**src/rtl/mnist_job_sequencer_if.sv**
```systemverilog
// mnist_job_sequencer_if
//   Bundles the datapath-facing signals of the job sequencer.
//   Layer control : o_LAYER_START, o_LAYER_SEL, o_IMG_IDX (to core), i_LAYER_DONE (from core)
//   Score stream  : i_SCORE_VALID, i_SCORE_DATA (from core), o_SCORE_READY (to core)
//   Output buffer : o_OUTBUF_WE, o_OUTBUF_ADDR, o_OUTBUF_DATA (to buffer write port)
//   master = sequencer side, slave = MLP core / output buffer side.
//   Index widths are clamped to at least 1 bit so single-image/single-layer
//   configurations stay legal.
interface mnist_job_sequencer_if #(
    parameter int IMGNUM = 10,
    parameter int NLAYER = 3,
    parameter int NCLASS = 10,
    parameter int FPW    = 32
);
    localparam int OAW = (IMGNUM * NCLASS > 1) ? $clog2(IMGNUM * NCLASS) : 1;
    localparam int LSW = (NLAYER > 1) ? $clog2(NLAYER) : 1;
    localparam int IW  = (IMGNUM > 1) ? $clog2(IMGNUM) : 1;

    logic           o_LAYER_START;
    logic [LSW-1:0] o_LAYER_SEL;
    logic [IW-1:0]  o_IMG_IDX;
    logic           i_LAYER_DONE;
    logic           i_SCORE_VALID;
    logic [FPW-1:0] i_SCORE_DATA;
    logic           o_SCORE_READY;
    logic           o_OUTBUF_WE;
    logic [OAW-1:0] o_OUTBUF_ADDR;
    logic [FPW-1:0] o_OUTBUF_DATA;

    modport master (
        output o_LAYER_START, o_LAYER_SEL, o_IMG_IDX, o_SCORE_READY,
               o_OUTBUF_WE, o_OUTBUF_ADDR, o_OUTBUF_DATA,
        input  i_LAYER_DONE, i_SCORE_VALID, i_SCORE_DATA
    );

    modport slave (
        input  o_LAYER_START, o_LAYER_SEL, o_IMG_IDX, o_SCORE_READY,
               o_OUTBUF_WE, o_OUTBUF_ADDR, o_OUTBUF_DATA,
        output i_LAYER_DONE, i_SCORE_VALID, i_SCORE_DATA
    );
endinterface

```
**src/rtl/mnist_job_sequencer.sv**
```systemverilog
// mnist_job_sequencer
//   Job sequencer for the DSDMNIST accelerator. A rising edge on i_START (in
//   IDLE) walks all IMGNUM images: per image one layer-start pulse per MLP
//   layer, then NCLASS scores are drained into the output buffer at a running
//   base address. Completion raises o_IRQ_DONE (1 cycle) and latches o_LED_DONE.
//   Ports:
//     i_CLK, i_RST (sync, active high), i_START (level, edge-triggered)
//     o_BUSY, o_IRQ_DONE, o_LED_DONE, o_CYCLES (job cycle count)
//     bus : mnist_job_sequencer_if.master (layer control, score stream, outbuf)
//   Optional feature macro: MNIST_SEQ_PERFCNT_EN enables the saturating busy
//   cycle counter on o_CYCLES; when undefined o_CYCLES is tied to 0.
//   All outputs are flops; decoded outputs are computed from the next state.
module mnist_job_sequencer #(
    parameter int IMGNUM = 10,
    parameter int NLAYER = 3,
    parameter int NCLASS = 10,
    parameter int FPW    = 32
) (
    input  logic        i_CLK,
    input  logic        i_RST,
    input  logic        i_START,
    output logic        o_BUSY,
    output logic        o_IRQ_DONE,
    output logic        o_LED_DONE,
    output logic [31:0] o_CYCLES,
    mnist_job_sequencer_if.master bus
);
    localparam int OAW = (IMGNUM * NCLASS > 1) ? $clog2(IMGNUM * NCLASS) : 1;
    localparam int LSW = (NLAYER > 1) ? $clog2(NLAYER) : 1;
    localparam int IW  = (IMGNUM > 1) ? $clog2(IMGNUM) : 1;
    localparam int KW  = (NCLASS > 1) ? $clog2(NCLASS) : 1;

    localparam logic [2:0] S_IDLE    = 3'd0;
    localparam logic [2:0] S_LSTART  = 3'd1;
    localparam logic [2:0] S_LWAIT   = 3'd2;
    localparam logic [2:0] S_COLLECT = 3'd3;
    localparam logic [2:0] S_NEXT    = 3'd4;
    localparam logic [2:0] S_DONE    = 3'd5;

    logic [2:0]     state_q, state_d;
    logic           start_q;
    logic [IW-1:0]  img_q, img_d;
    logic [LSW-1:0] layer_q, layer_d;
    logic [KW-1:0]  k_q, k_d;
    logic [OAW-1:0] base_q, base_d;
    logic           busy_q, busy_d;
    logic           irq_q, irq_d;
    logic           led_q, led_d;
    logic           lstart_q, lstart_d;
    logic           ready_q, ready_d;
    logic           we_q, we_d;
    logic [OAW-1:0] addr_q, addr_d;
    logic [FPW-1:0] data_q, data_d;
    logic           start_edge_s;
    logic           accept_s;

    assign start_edge_s = i_START & ~start_q;
    assign accept_s     = start_edge_s && (state_q == S_IDLE);

    // Next-state, counter and registered-output computation.
    always_comb begin
        state_d = state_q;
        img_d   = img_q;
        layer_d = layer_q;
        k_d     = k_q;
        base_d  = base_q;
        led_d   = led_q;
        we_d    = 1'b0;
        addr_d  = addr_q;
        data_d  = data_q;
        case (state_q)
            S_IDLE: begin
                if (accept_s) begin
                    state_d = S_LSTART;
                    img_d   = '0;
                    layer_d = '0;
                    base_d  = '0;
                    k_d     = '0;
                    led_d   = 1'b0;
                end else begin
                    state_d = S_IDLE;
                end
            end
            S_LSTART: begin
                state_d = S_LWAIT;
            end
            S_LWAIT: begin
                if (bus.i_LAYER_DONE) begin
                    if (layer_q == LSW'(NLAYER - 1)) begin
                        k_d     = '0;
                        state_d = S_COLLECT;
                    end else begin
                        layer_d = layer_q + LSW'(1);
                        state_d = S_LSTART;
                    end
                end else begin
                    state_d = S_LWAIT;
                end
            end
            S_COLLECT: begin
                // ready_q is high exactly while in COLLECT, so valid alone
                // qualifies the handshake here.
                if (bus.i_SCORE_VALID && ready_q) begin
                    we_d   = 1'b1;
                    addr_d = base_q + OAW'(k_q);
                    data_d = bus.i_SCORE_DATA;
                    k_d    = k_q + KW'(1);
                    if (k_q == KW'(NCLASS - 1)) begin
                        state_d = S_NEXT;
                    end else begin
                        state_d = S_COLLECT;
                    end
                end else begin
                    state_d = S_COLLECT;
                end
            end
            S_NEXT: begin
                if (img_q == IW'(IMGNUM - 1)) begin
                    state_d = S_DONE;
                    led_d   = 1'b1;
                end else begin
                    img_d   = img_q + IW'(1);
                    layer_d = '0;
                    base_d  = base_q + OAW'(NCLASS);
                    state_d = S_LSTART;
                end
            end
            S_DONE: begin
                state_d = S_IDLE;
            end
            default: begin
                state_d = S_IDLE;
            end
        endcase
        busy_d   = (state_d != S_IDLE);
        irq_d    = (state_d == S_DONE);
        lstart_d = (state_d == S_LSTART);
        ready_d  = (state_d == S_COLLECT);
    end

    // State, counters and output registers with synchronous reset.
    always_ff @(posedge i_CLK) begin
        if (i_RST) begin
            state_q  <= S_IDLE;
            start_q  <= 1'b0;
            img_q    <= '0;
            layer_q  <= '0;
            k_q      <= '0;
            base_q   <= '0;
            busy_q   <= 1'b0;
            irq_q    <= 1'b0;
            led_q    <= 1'b0;
            lstart_q <= 1'b0;
            ready_q  <= 1'b0;
            we_q     <= 1'b0;
            addr_q   <= '0;
            data_q   <= '0;
        end else begin
            state_q  <= state_d;
            start_q  <= i_START;
            img_q    <= img_d;
            layer_q  <= layer_d;
            k_q      <= k_d;
            base_q   <= base_d;
            busy_q   <= busy_d;
            irq_q    <= irq_d;
            led_q    <= led_d;
            lstart_q <= lstart_d;
            ready_q  <= ready_d;
            we_q     <= we_d;
            addr_q   <= addr_d;
            data_q   <= data_d;
        end
    end

`ifdef MNIST_SEQ_PERFCNT_EN
    logic [31:0] cycles_q, cycles_d;

    // Busy-cycle counter: cleared on an accepted start, saturating, holds in IDLE.
    always_comb begin
        if (accept_s) begin
            cycles_d = 32'd0;
        end else if (busy_q && (cycles_q != 32'hFFFF_FFFF)) begin
            cycles_d = cycles_q + 32'd1;
        end else begin
            cycles_d = cycles_q;
        end
    end

    // Busy-cycle counter register.
    always_ff @(posedge i_CLK) begin
        if (i_RST) begin
            cycles_q <= 32'd0;
        end else begin
            cycles_q <= cycles_d;
        end
    end

    assign o_CYCLES = cycles_q;
`else
    assign o_CYCLES = 32'd0;
`endif

    assign o_BUSY            = busy_q;
    assign o_IRQ_DONE        = irq_q;
    assign o_LED_DONE        = led_q;
    assign bus.o_LAYER_START = lstart_q;
    assign bus.o_LAYER_SEL   = layer_q;
    assign bus.o_IMG_IDX     = img_q;
    assign bus.o_SCORE_READY = ready_q;
    assign bus.o_OUTBUF_WE   = we_q;
    assign bus.o_OUTBUF_ADDR = addr_q;
    assign bus.o_OUTBUF_DATA = data_q;
endmodule

```
**src/flat_wrapper.sv**
```systemverilog
// flat-port wrapper written by rule: the top's interface ports become plain ports
module mnist_job_sequencer_flat 
#(
    parameter int IMGNUM = 10,
    parameter int NLAYER = 3,
    parameter int NCLASS = 10,
    parameter int FPW    = 32
)
  (i_CLK, i_RST, i_START, o_BUSY, o_IRQ_DONE, o_LED_DONE, o_CYCLES, bus_o_LAYER_START, bus_o_LAYER_SEL, bus_o_IMG_IDX, bus_o_SCORE_READY, bus_o_OUTBUF_WE, bus_o_OUTBUF_ADDR, bus_o_OUTBUF_DATA, bus_i_LAYER_DONE, bus_i_SCORE_VALID, bus_i_SCORE_DATA);
  mnist_job_sequencer_if #(.IMGNUM(IMGNUM), .NLAYER(NLAYER), .NCLASS(NCLASS), .FPW(FPW)) bus_i ();
  input  logic i_CLK;
  input  logic i_RST;
  input  logic i_START;
  output logic o_BUSY;
  output logic o_IRQ_DONE;
  output logic o_LED_DONE;
  output logic [31:0] o_CYCLES;
  output wire logic [$bits(bus_i.o_LAYER_START)-1:0] bus_o_LAYER_START;
  output wire logic [$bits(bus_i.o_LAYER_SEL)-1:0] bus_o_LAYER_SEL;
  output wire logic [$bits(bus_i.o_IMG_IDX)-1:0] bus_o_IMG_IDX;
  output wire logic [$bits(bus_i.o_SCORE_READY)-1:0] bus_o_SCORE_READY;
  output wire logic [$bits(bus_i.o_OUTBUF_WE)-1:0] bus_o_OUTBUF_WE;
  output wire logic [$bits(bus_i.o_OUTBUF_ADDR)-1:0] bus_o_OUTBUF_ADDR;
  output wire logic [$bits(bus_i.o_OUTBUF_DATA)-1:0] bus_o_OUTBUF_DATA;
  input wire logic [$bits(bus_i.i_LAYER_DONE)-1:0] bus_i_LAYER_DONE;
  input wire logic [$bits(bus_i.i_SCORE_VALID)-1:0] bus_i_SCORE_VALID;
  input wire logic [$bits(bus_i.i_SCORE_DATA)-1:0] bus_i_SCORE_DATA;
  assign bus_o_LAYER_START = bus_i.o_LAYER_START;
  assign bus_o_LAYER_SEL = bus_i.o_LAYER_SEL;
  assign bus_o_IMG_IDX = bus_i.o_IMG_IDX;
  assign bus_o_SCORE_READY = bus_i.o_SCORE_READY;
  assign bus_o_OUTBUF_WE = bus_i.o_OUTBUF_WE;
  assign bus_o_OUTBUF_ADDR = bus_i.o_OUTBUF_ADDR;
  assign bus_o_OUTBUF_DATA = bus_i.o_OUTBUF_DATA;
  assign bus_i.i_LAYER_DONE = bus_i_LAYER_DONE;
  assign bus_i.i_SCORE_VALID = bus_i_SCORE_VALID;
  assign bus_i.i_SCORE_DATA = bus_i_SCORE_DATA;
  mnist_job_sequencer #(.IMGNUM(IMGNUM), .NLAYER(NLAYER), .NCLASS(NCLASS), .FPW(FPW)) u_core (.i_CLK(i_CLK), .i_RST(i_RST), .i_START(i_START), .o_BUSY(o_BUSY), .o_IRQ_DONE(o_IRQ_DONE), .o_LED_DONE(o_LED_DONE), .o_CYCLES(o_CYCLES), .bus(bus_i));
endmodule
```
**config.mk**
```make
export PLATFORM = sky130hd
export DESIGN_NAME = mnist_job_sequencer_flat
export DESIGN_NICKNAME = d
export VERILOG_FILES = /design/src/rtl/mnist_job_sequencer_if.sv /design/src/rtl/mnist_job_sequencer.sv /design/src/flat_wrapper.sv
export SDC_FILE = /design/constraint.sdc
export NUM_CORES = 1
export LEC_CHECK = 0
export ABC_AREA = 0
export BUFFER_PORTS_ARGS = -buffer_cell sky130_fd_sc_hd__buf_2
export CORE_MARGIN = 4
export CORE_UTILIZATION = 44
export CTS_CLUSTER_DIAMETER = 150
export CTS_CLUSTER_SIZE = 20
export DETAILED_ROUTE_END_ITERATION = 8
export PLACE_DENSITY = 0.76
export SYNTH_ARGS = -nofsm -noshare
export SYNTH_HDL_FRONTEND = slang
export SYNTH_SLANG_ARGS = --single-unit
```
**constraint.sdc**
```tcl
create_clock -name i_CLK -period 1.8 [get_ports i_CLK]
set_input_delay 0.09 -clock i_CLK [delete_from_list [all_inputs] [get_ports i_CLK]]
set_output_delay 0.09 -clock i_CLK [all_outputs]
set_load 0.005 [all_outputs]
```
# ---- Yosys cells after proc, flatten, opt, wreduce, memory -nomap -nowiden
# Cells that the tools add are included.
dict set report totals {
  regBits 66
  n_memories 0
  input_bits 37
  ram_bits 0
  latchBits 0
  mem_bits_ro 0
}
dict set report op_classes {
  div_mod_pow 0
  n_reduce_logical 13
  eq_ne 17
  n_lt_le_gt_ge 0
  n_mul 0
  muxes 26
  n_addsub 5
  n_shift 0
  bitwise 3
}
# cell n
set ops {}
lappend ops {{$mux W4} 5}
lappend ops {{$pmux W3 S5} 1}
lappend ops {{$mux W7} 2}
lappend ops {{$pmux W7 S2} 1}
lappend ops {{$mux W2} 6}
lappend ops {{$pmux W4 S3} 1}
lappend ops {{$reduce_and A5 Y1} 2}
lappend ops {{$eq A3 B2 Y1 const B} 3}
lappend ops {{$mux W3} 3}
lappend ops {{$reduce_bool A3 Y1} 3}
lappend ops {{$add A4 B1 Y4 const B} 2}
lappend ops {{$eq A4 B4 Y1 const B} 2}
lappend ops {{$ne A2 B1 Y1 const B} 4}
lappend ops {{$pmux W4 S2} 1}
lappend ops {{$add A7 B4 Y7} 1}
lappend ops {{$add A7 B4 Y7 const B} 1}
lappend ops {{$eq A3 B1 Y1 const B} 2}
lappend ops {{$eq A3 B3 Y1 const B} 2}
lappend ops {{$ne A2 B2 Y1 const B} 3}
lappend ops {{$pmux W2 S3} 1}
lappend ops {{$reduce_and A3 Y1} 2}
lappend ops {{$mux W1} 4}
lappend ops {{$logic_not A3 Y1} 1}
lappend ops {{$add A2 B1 Y2 const B} 1}
lappend ops {{other kinds (8)} 10}

# ---- Logic depth before layout (Yosys ltp)
# Gate-level depths: netlist of run 1.
dict set report depth {
  ltp_word 6
  depth_mapped 8
  depth_no_buf 6
}

# ---- Worst setup path after synthesis of run 1
# OpenSTA, ideal clock, no wires.
dict set report synth_path {
  path_type {reg2reg}
  from {reg u_core.img_q[1], in the netlist u_core.bus.o_IMG_IDX[1]}
  to {reg u_core.base_q[3]}
  arrival_ns 1.656
  path_buffers 2
  stages_incl_launch_ff 9
  path_slack_ns 0.074
  required_time_ns 1.730
  setup_time_ns 0.070
  path_cell_list {dfxtp_1 > inv_1 > ha_1 > and3b_1 > clkbuf_1 > a2bb2oi_1 > buf_6 > or3_1 > a21oi_1}
}
dict set report synth_via {
  elab_chain_len 3
}
# element line
set synth_lines {}
lappend synth_lines {{start, declared} mnist_job_sequencer.sv:42} ;# logic [IW-1:0] img_q, img_d;
lappend synth_lines {{start signal, assigned} mnist_job_sequencer.sv:161} ;# img_q <= img_d;
lappend synth_lines {{$eq A4 B4 Y1} mnist_job_sequencer.sv:118} ;# if (img_q == IW'(IMGNUM - 1)) begin
lappend synth_lines {{$ne A2 B2 Y1 (no source line)} n/a}
lappend synth_lines {{$reduce_and A3 Y1 (no source line)} n/a}
lappend synth_lines {{end signal, assigned} mnist_job_sequencer.sv:164} ;# base_q <= base_d;
lappend synth_lines {{end, declared} mnist_job_sequencer.sv:45} ;# logic [OAW-1:0] base_q, base_d;
# No other way between the ends.
# A chain may end at the register's enable or synchronous reset.

# ---- Worst setup path in the final report of run 1
dict set report layout_path {
  from {reg u_core.state_q[1]}
  to {reg u_core.k_q[1]}
}
dict set report layout_via {
  elab_chain_len 4
}
# element line
set layout_lines {}
lappend layout_lines {{start, declared} mnist_job_sequencer.sv:40} ;# logic [2:0] state_q, state_d;
lappend layout_lines {{start signal, assigned} mnist_job_sequencer.sv:159} ;# state_q <= state_d;
lappend layout_lines {{$logic_not A3 Y1} {mnist_job_sequencer.sv:58, mnist_job_sequencer.sv:71}}
lappend layout_lines {{$logic_and A1 B1 Y1} mnist_job_sequencer.sv:58} ;# assign accept_s = start_edge_s && (state_q == S_IDLE);
lappend layout_lines {{$ne A2 B1 Y1 (no source line)} n/a}
lappend layout_lines {{$reduce_and A5 Y1 (no source line)} n/a}
lappend layout_lines {{end signal, assigned} mnist_job_sequencer.sv:163} ;# k_q <= k_d;
lappend layout_lines {{end, declared} mnist_job_sequencer.sv:44} ;# logic [KW-1:0] k_q, k_d;
# Parallel ways exist; a longest one is shown, timed or not.

==> results.cfg, run 1 <==
[status]
outcome = completed

[sta]
holdWs_ns = 0.117
hold_viol = 0
fin_setup_tns_ns = 0
fin_ws_ns = 0.0795
drv_slew = 0
clock.fmax_ghz = 0.581
period_needed_ns = 1.72
period_share_pct = 95.6
skew_ns = 0.00924
setup_viol = 0
rsz0062_at_grt = false

[final_layout]
nFillCells = 543
drive_above_1_share_pct = 24.5
areaGrowthSynthToFinish_pct = 32.9
stdcell_area_um2 = 4000
nNetsFinal = 539
antenna_cells = 0

[drt]
dr.pass1.iters = 4
drc_errors = 0
wl_per_cell_um = 12.7
drtIter0Drc = 112
drt_wl_total_um = 7290
viasPerCell = 4.82
antenna_left = 0
vias = 2767

[cts]
htreeDepth = 3
clk_pin_slew_ns = 0.08
cts_buffers = 9
clock-sinks = 65
root_buffer = clkbuf_8
cts.path.max_buffers = 2
tritoncts = yes
clock_latency_ns = 0.35

[global_routing]
grt_pass1_vias = 2619
grt_first_pass_wirelength_um = 11900
grt_start_max_net_pins = 41
antenna_found_initial = 0
grt-ovfl-total = 0
grt_usage_pct = 17.5

[synthesis]
synth_top_area_share_pct = 43.2
yosysUniqueCellTypes = 48
synth_warnings = 0
synthTopCellsByArea = dfxtp_1 (43%), nand2_1 (10%), a21oi_1 (8.5%)
post-synth-top-area-cell = dfxtp_1
synthFlopType = dfxtp_1
avgSynthCellArea_um2 = 8.14
yosysMostFrequentCell = nand2_1
synth_cells = 370
yosys_register_bits = 65
syn-cell-area_um2 = 3010
synth_common_cells = nand2_1 (80), dfxtp_1 (65), a21oi_1 (51)
synth_edf_count = 0
async_flop_share_pct = 0
seq_area_frac_synth_pct = 43.2

[placement]
dpl.hpwl_um = 5000
port_buffers = 87
gp_congestion = 0.858
preCtsSetupSlack_ns = -0.0907
place_area_um2 = 3410

[power]
power_mw = 3.23
powerDensity_nw_per_um2 = 807
peakVddDrop_mv = 0.503
leakage_nw = 1.77

[die]
die_area_um2 = 8230
die-width_um = 90.7
core_area_um2 = 6490
rows = 29
die-height_um = 90.7
initial_utilization_pct = 46.4
num_io_pins = 120

[critical_path]
crit_type = reg -> reg
critPathMaxFanout = 11
startpoint_type = register
cp.required_ns = 2.08
end_kind = register
arrival_ns = 2.00

[job]
cap_violations = 0

[worst_hold_path]
hold_class = in -> reg
cells by family (layout without fill, tap and decap cells):
logic type	after synthesis	count (layout)	share of synthesized area [%]
AND/OR/NAND/NOR	142	142	21.2
AO/OA/AOI/OAI	79	79	15.0
XOR/XNOR	6	6	1.74
other	2	33	0.249
buffers and inverters	64	160	13.5
adder cells (fa/ha/maj)	10	10	4.40
multiplexers	2	2	0.665
flip-flops	65	65	43.2
per-stage QoR:
step	std cells	utilization, %
finish	574	61.6
global route	574	61.6
CTS	574	61.5
detailed placement	525	52.5
global placement	525	52.5
floorplan	401	-
final cells by class:
cell class              instances  area [um2]  share of cell area, %
multi-input cells             272        1440                   35.9
well taps                      77        96.3                   2.41
clock inverters                 7         125                   3.13
flip-flops and latches         65        1300                   32.6
clock buffers                   9         124                   3.10
inverters                      11        41.3                   1.03
repair buffers                133         876                   21.9
per-layer routing:
layer	wire (um)	track usage, %	vias up	share of wire (%)
met5	0	0	-	0
met4	82	5.74	0	1.1
met3	477	5.58	11	6.5
met2	3590	30.5	105	49
met1	3140	20.3	1238	43
li1	-	-	1413	-
worst max-delay path: stages, from the launching register on:
cell	delay [ns]
dfxtp_1	0.40
or4b_1	0.52
a31o_1	0.28
or3_1	0.33
a21oi_2	0.13
power breakdown:
part,total [mW],leakage (nW),internal (mW),switching [mW]
sequential,1.47,0.525,1.45,0.0146
combinational,0.228,1.12,0.114,0.115
clock,1.53,0.124,0.934,0.600
total,3.23,1.77,2.50,0.729
repair_timing:
item | 4_1_cts | 5_1_grt
hold endpoints to repair | 33 | 0
hold buffers | 33 | 0
resized for setup | 1 | 2
buffers inserted | 0 | 0
pin swaps | 0 | 0
setup endpoints to repair | 6 | 2
layout by cell type (no fill, tap or decap), types with 5 or more instances in the layout:
cell,Yosys,layout
buf_2,0,87
nand2_1,80,80
dfxtp_1,65,64
a21oi_1,51,51
conb_1,2,33
dlygate4sd3_1,0,33
nor2_1,21,21
buf_4,32,12
inv_1,11,11
o21ai_0,10,10
ha_1,9,9
clkbuf_8,2,9
nor3_1,8,8
or3_1,7,7
nand3_1,7,7
xnor2_1,5,5
path summary, 6_finish.rpt:
kind | from | endpoint | slack [ns] | cells past startpoint
setup / recovery | u_core.state_q[1] | u_core.k_q[1] | 0.08 | 4
hold / removal | i_RST | u_core.bus.o_IMG_IDX[1] | 0.12 | 2
setup reg to reg | u_core.state_q[1] | u_core.k_q[1] | 0.08 | 4
hold reg to reg | u_core.bus.o_OUTBUF_ADDR[3] | u_core.bus.o_OUTBUF_ADDR[3] | 0.45 | 2
registers in the layout, summed over array words and instances (netlist names):
name / count
u_core.o_LED_DONE: 1
u_core.bus.o_SCORE_READY: 1
u_core.state_q: 3
u_core.base_q: 6
u_core.bus.o_OUTBUF_ADDR: 7
u_core.bus.o_LAYER_SEL: 2
u_core.bus.o_LAYER_START: 1
u_core.bus.o_IMG_IDX: 4
u_core.bus.o_OUTBUF_DATA: 32
u_core.o_IRQ_DONE: 1
u_core.bus.o_OUTBUF_WE: 1
u_core.o_BUSY: 1
u_core.start_q: 1
u_core.k_q: 4
Power figures use the tool's default switching activity.
==> run 2: changes to the inputs <==
CORE_UTILIZATION = 48   (was 44)
PLACE_DENSITY = not set   (was 0.76)
PLACE_DENSITY_LB_ADDON = 0.05   (was not set)
clock period = 1.95 ns   (was 1.8 ns; I/O delays follow)
==> results.cfg, run 2 (synthesis gave the netlist of run 1 again) <==
[die]
die-width_um = 87.2
die_area_um2 = 7610
die-height_um = 87.2
core_area_um2 = 5990
num_io_pins = 120
initial_utilization_pct = 50.3
rows = 28

[status]
outcome = completed

[final_layout]
areaGrowthSynthToFinish_pct = 30.8
final_common_cell = buf_2
nNetsFinal = 537
drive_above_1_share_pct = 24.0
stdcell_area_um2 = 3940
largest_reg_flops = 32
multi_input_comb_area_um2 = 1430
nFillCells = 542
final_cell_mix = buf_2 (87), nand2_1 (80), dfxtp_1 (65), a21oi_1 (51), conb_1 (33)
seq_area_um2 = 1300
antenna_cells = 0

[sta]
clock.fmax_ghz = 0.566
drv_slew = 0
setup_viol = 0
skew_ns = 0.00738
fin_ws_ns = 0.182
hold_viol = 0
period_share_pct = 90.7
period_needed_ns = 1.77
rsz0062_at_grt = false
fin_setup_tns_ns = 0

[cts]
clock-sinks = 65
tritoncts = yes
clk_pin_slew_ns = 0.07
cts_buffers = 9
cts_setup_buffers = 0
htreeDepth = 3
root_buffer = clkbuf_8
clock_latency_ns = 0.34
cts.path.max_buffers = 2

[placement]
gp_congestion = 0.792
port_buffers = 87
preCtsSetupSlack_ns = 0.0433
dpl.hpwl_um = 4690
place_area_um2 = 3390

[power]
intPower_mw = 2.17
clkPwrFrac_pct = 45.2
power_frac_seq_pct = 47.6
power_frac_comb_pct = 7.2
peakVddDrop_mv = 0.504
leakage_nw = 1.74
sw_frac_of_total_pct = 23.5
power_mw = 2.84
switchingPower_uw = 668
powerDensity_nw_per_um2 = 721

[drt]
drtIter0Drc = 94
antenna_left = 0
drt_wl_total_um = 6890
vias = 2706
wl_per_cell_um = 12.1
dr.pass1.iters = 4
viasPerCell = 4.75
drc_errors = 0

[global_routing]
grt-ovfl-total = 0
grt_start_max_net_pins = 41
grt_usage_pct = 18.3
grt_first_pass_wirelength_um = 11000
grt_pass1_vias = 2408
antenna_found_initial = 0

[worst_hold_path]
hold_class = in -> reg

[critical_path]
arrival_ns = 2.04
crit_type = reg -> reg
startpoint_type = register
critPathMaxFanout = 14
end_kind = register
cp.required_ns = 2.23

[job]
cap_violations = 0
## run 2: changes by cell type in the layout (fill, tap and decap cells not counted), sizes merged
cell         delta
clkinv          -2
clkinvlp        +2
buf             -1
bufinv          -1
dlygate4sd3     -1
inv             +1
## run 2: metrics by stage
step	util [%]	instances	hold WS [ns]
final	65.7	570	0.0145
after global routing	65.7	570	0.0128
after floorplan	-	401	0.226
after CTS	65.6	570	0.00256
after detailed placement	56.5	522	0.344
after global placement	56.5	522	0.340
## run 2: cell type report
type	count	share of cell area (%)
tap	75	2.38
clock inverter	7	2.57
multi-input combinational	272	36.3
timing repair buffer	131	21.5
inverter	11	1.05
clock buffer	9	3.14
sequential	65	33.0
## run 2: final timing paths
| path | from | endpoint | slack (ns) | cells past startpoint |
|---|---|---|---|---|
| worst max-delay path | u_core.state_q[1] | u_core.k_q[1] | 0.18 | 4 |
| worst min-delay path | bus_i_SCORE_DATA[27] | u_core.bus.o_OUTBUF_DATA[27] | 0.01 | 3 |
| worst max register to register | u_core.state_q[1] | u_core.k_q[1] | 0.18 | 4 |
| worst min register to register | u_core.o_LED_DONE | u_core.o_LED_DONE | 0.45 | 2 |
## run 2: per-layer routing
metal  GRT usage (%)  up-vias  part of all wire (%)
li1                -     1409                     -
met1            23.1     1207                    44
met2            29.3       84                    47
met3            5.20        6                   7.6
met4            7.53        0                   1.1
met5               0        -                     0
## run 2: worst max-delay path, stage by stage (launching register included)
cell and delay (ns):
dfxtp_1 0.43, or4b_1 0.55, a31o_1 0.27, or3_1 0.33
a21oi_2 0.13
## run 2: power by group through the flow
stage	clock network (mW)	logic [mW]	registers, mW
4_1_cts	1.32	0.200	1.35
5_1_grt	1.39	0.229	1.35
6_report	1.28	0.205	1.35
3_3_place_gp	0	0.150	1.38
2_1_floorplan	0	0.148	1.38
3_5_place_dp	0	0.151	1.38
## run 2: what timing repair did
action                     in CTS  in global routing
hold endpoints to repair       32                  0
hold buffers                   32                  0
resized for setup               0                  1
setup endpoints to repair       0                  9
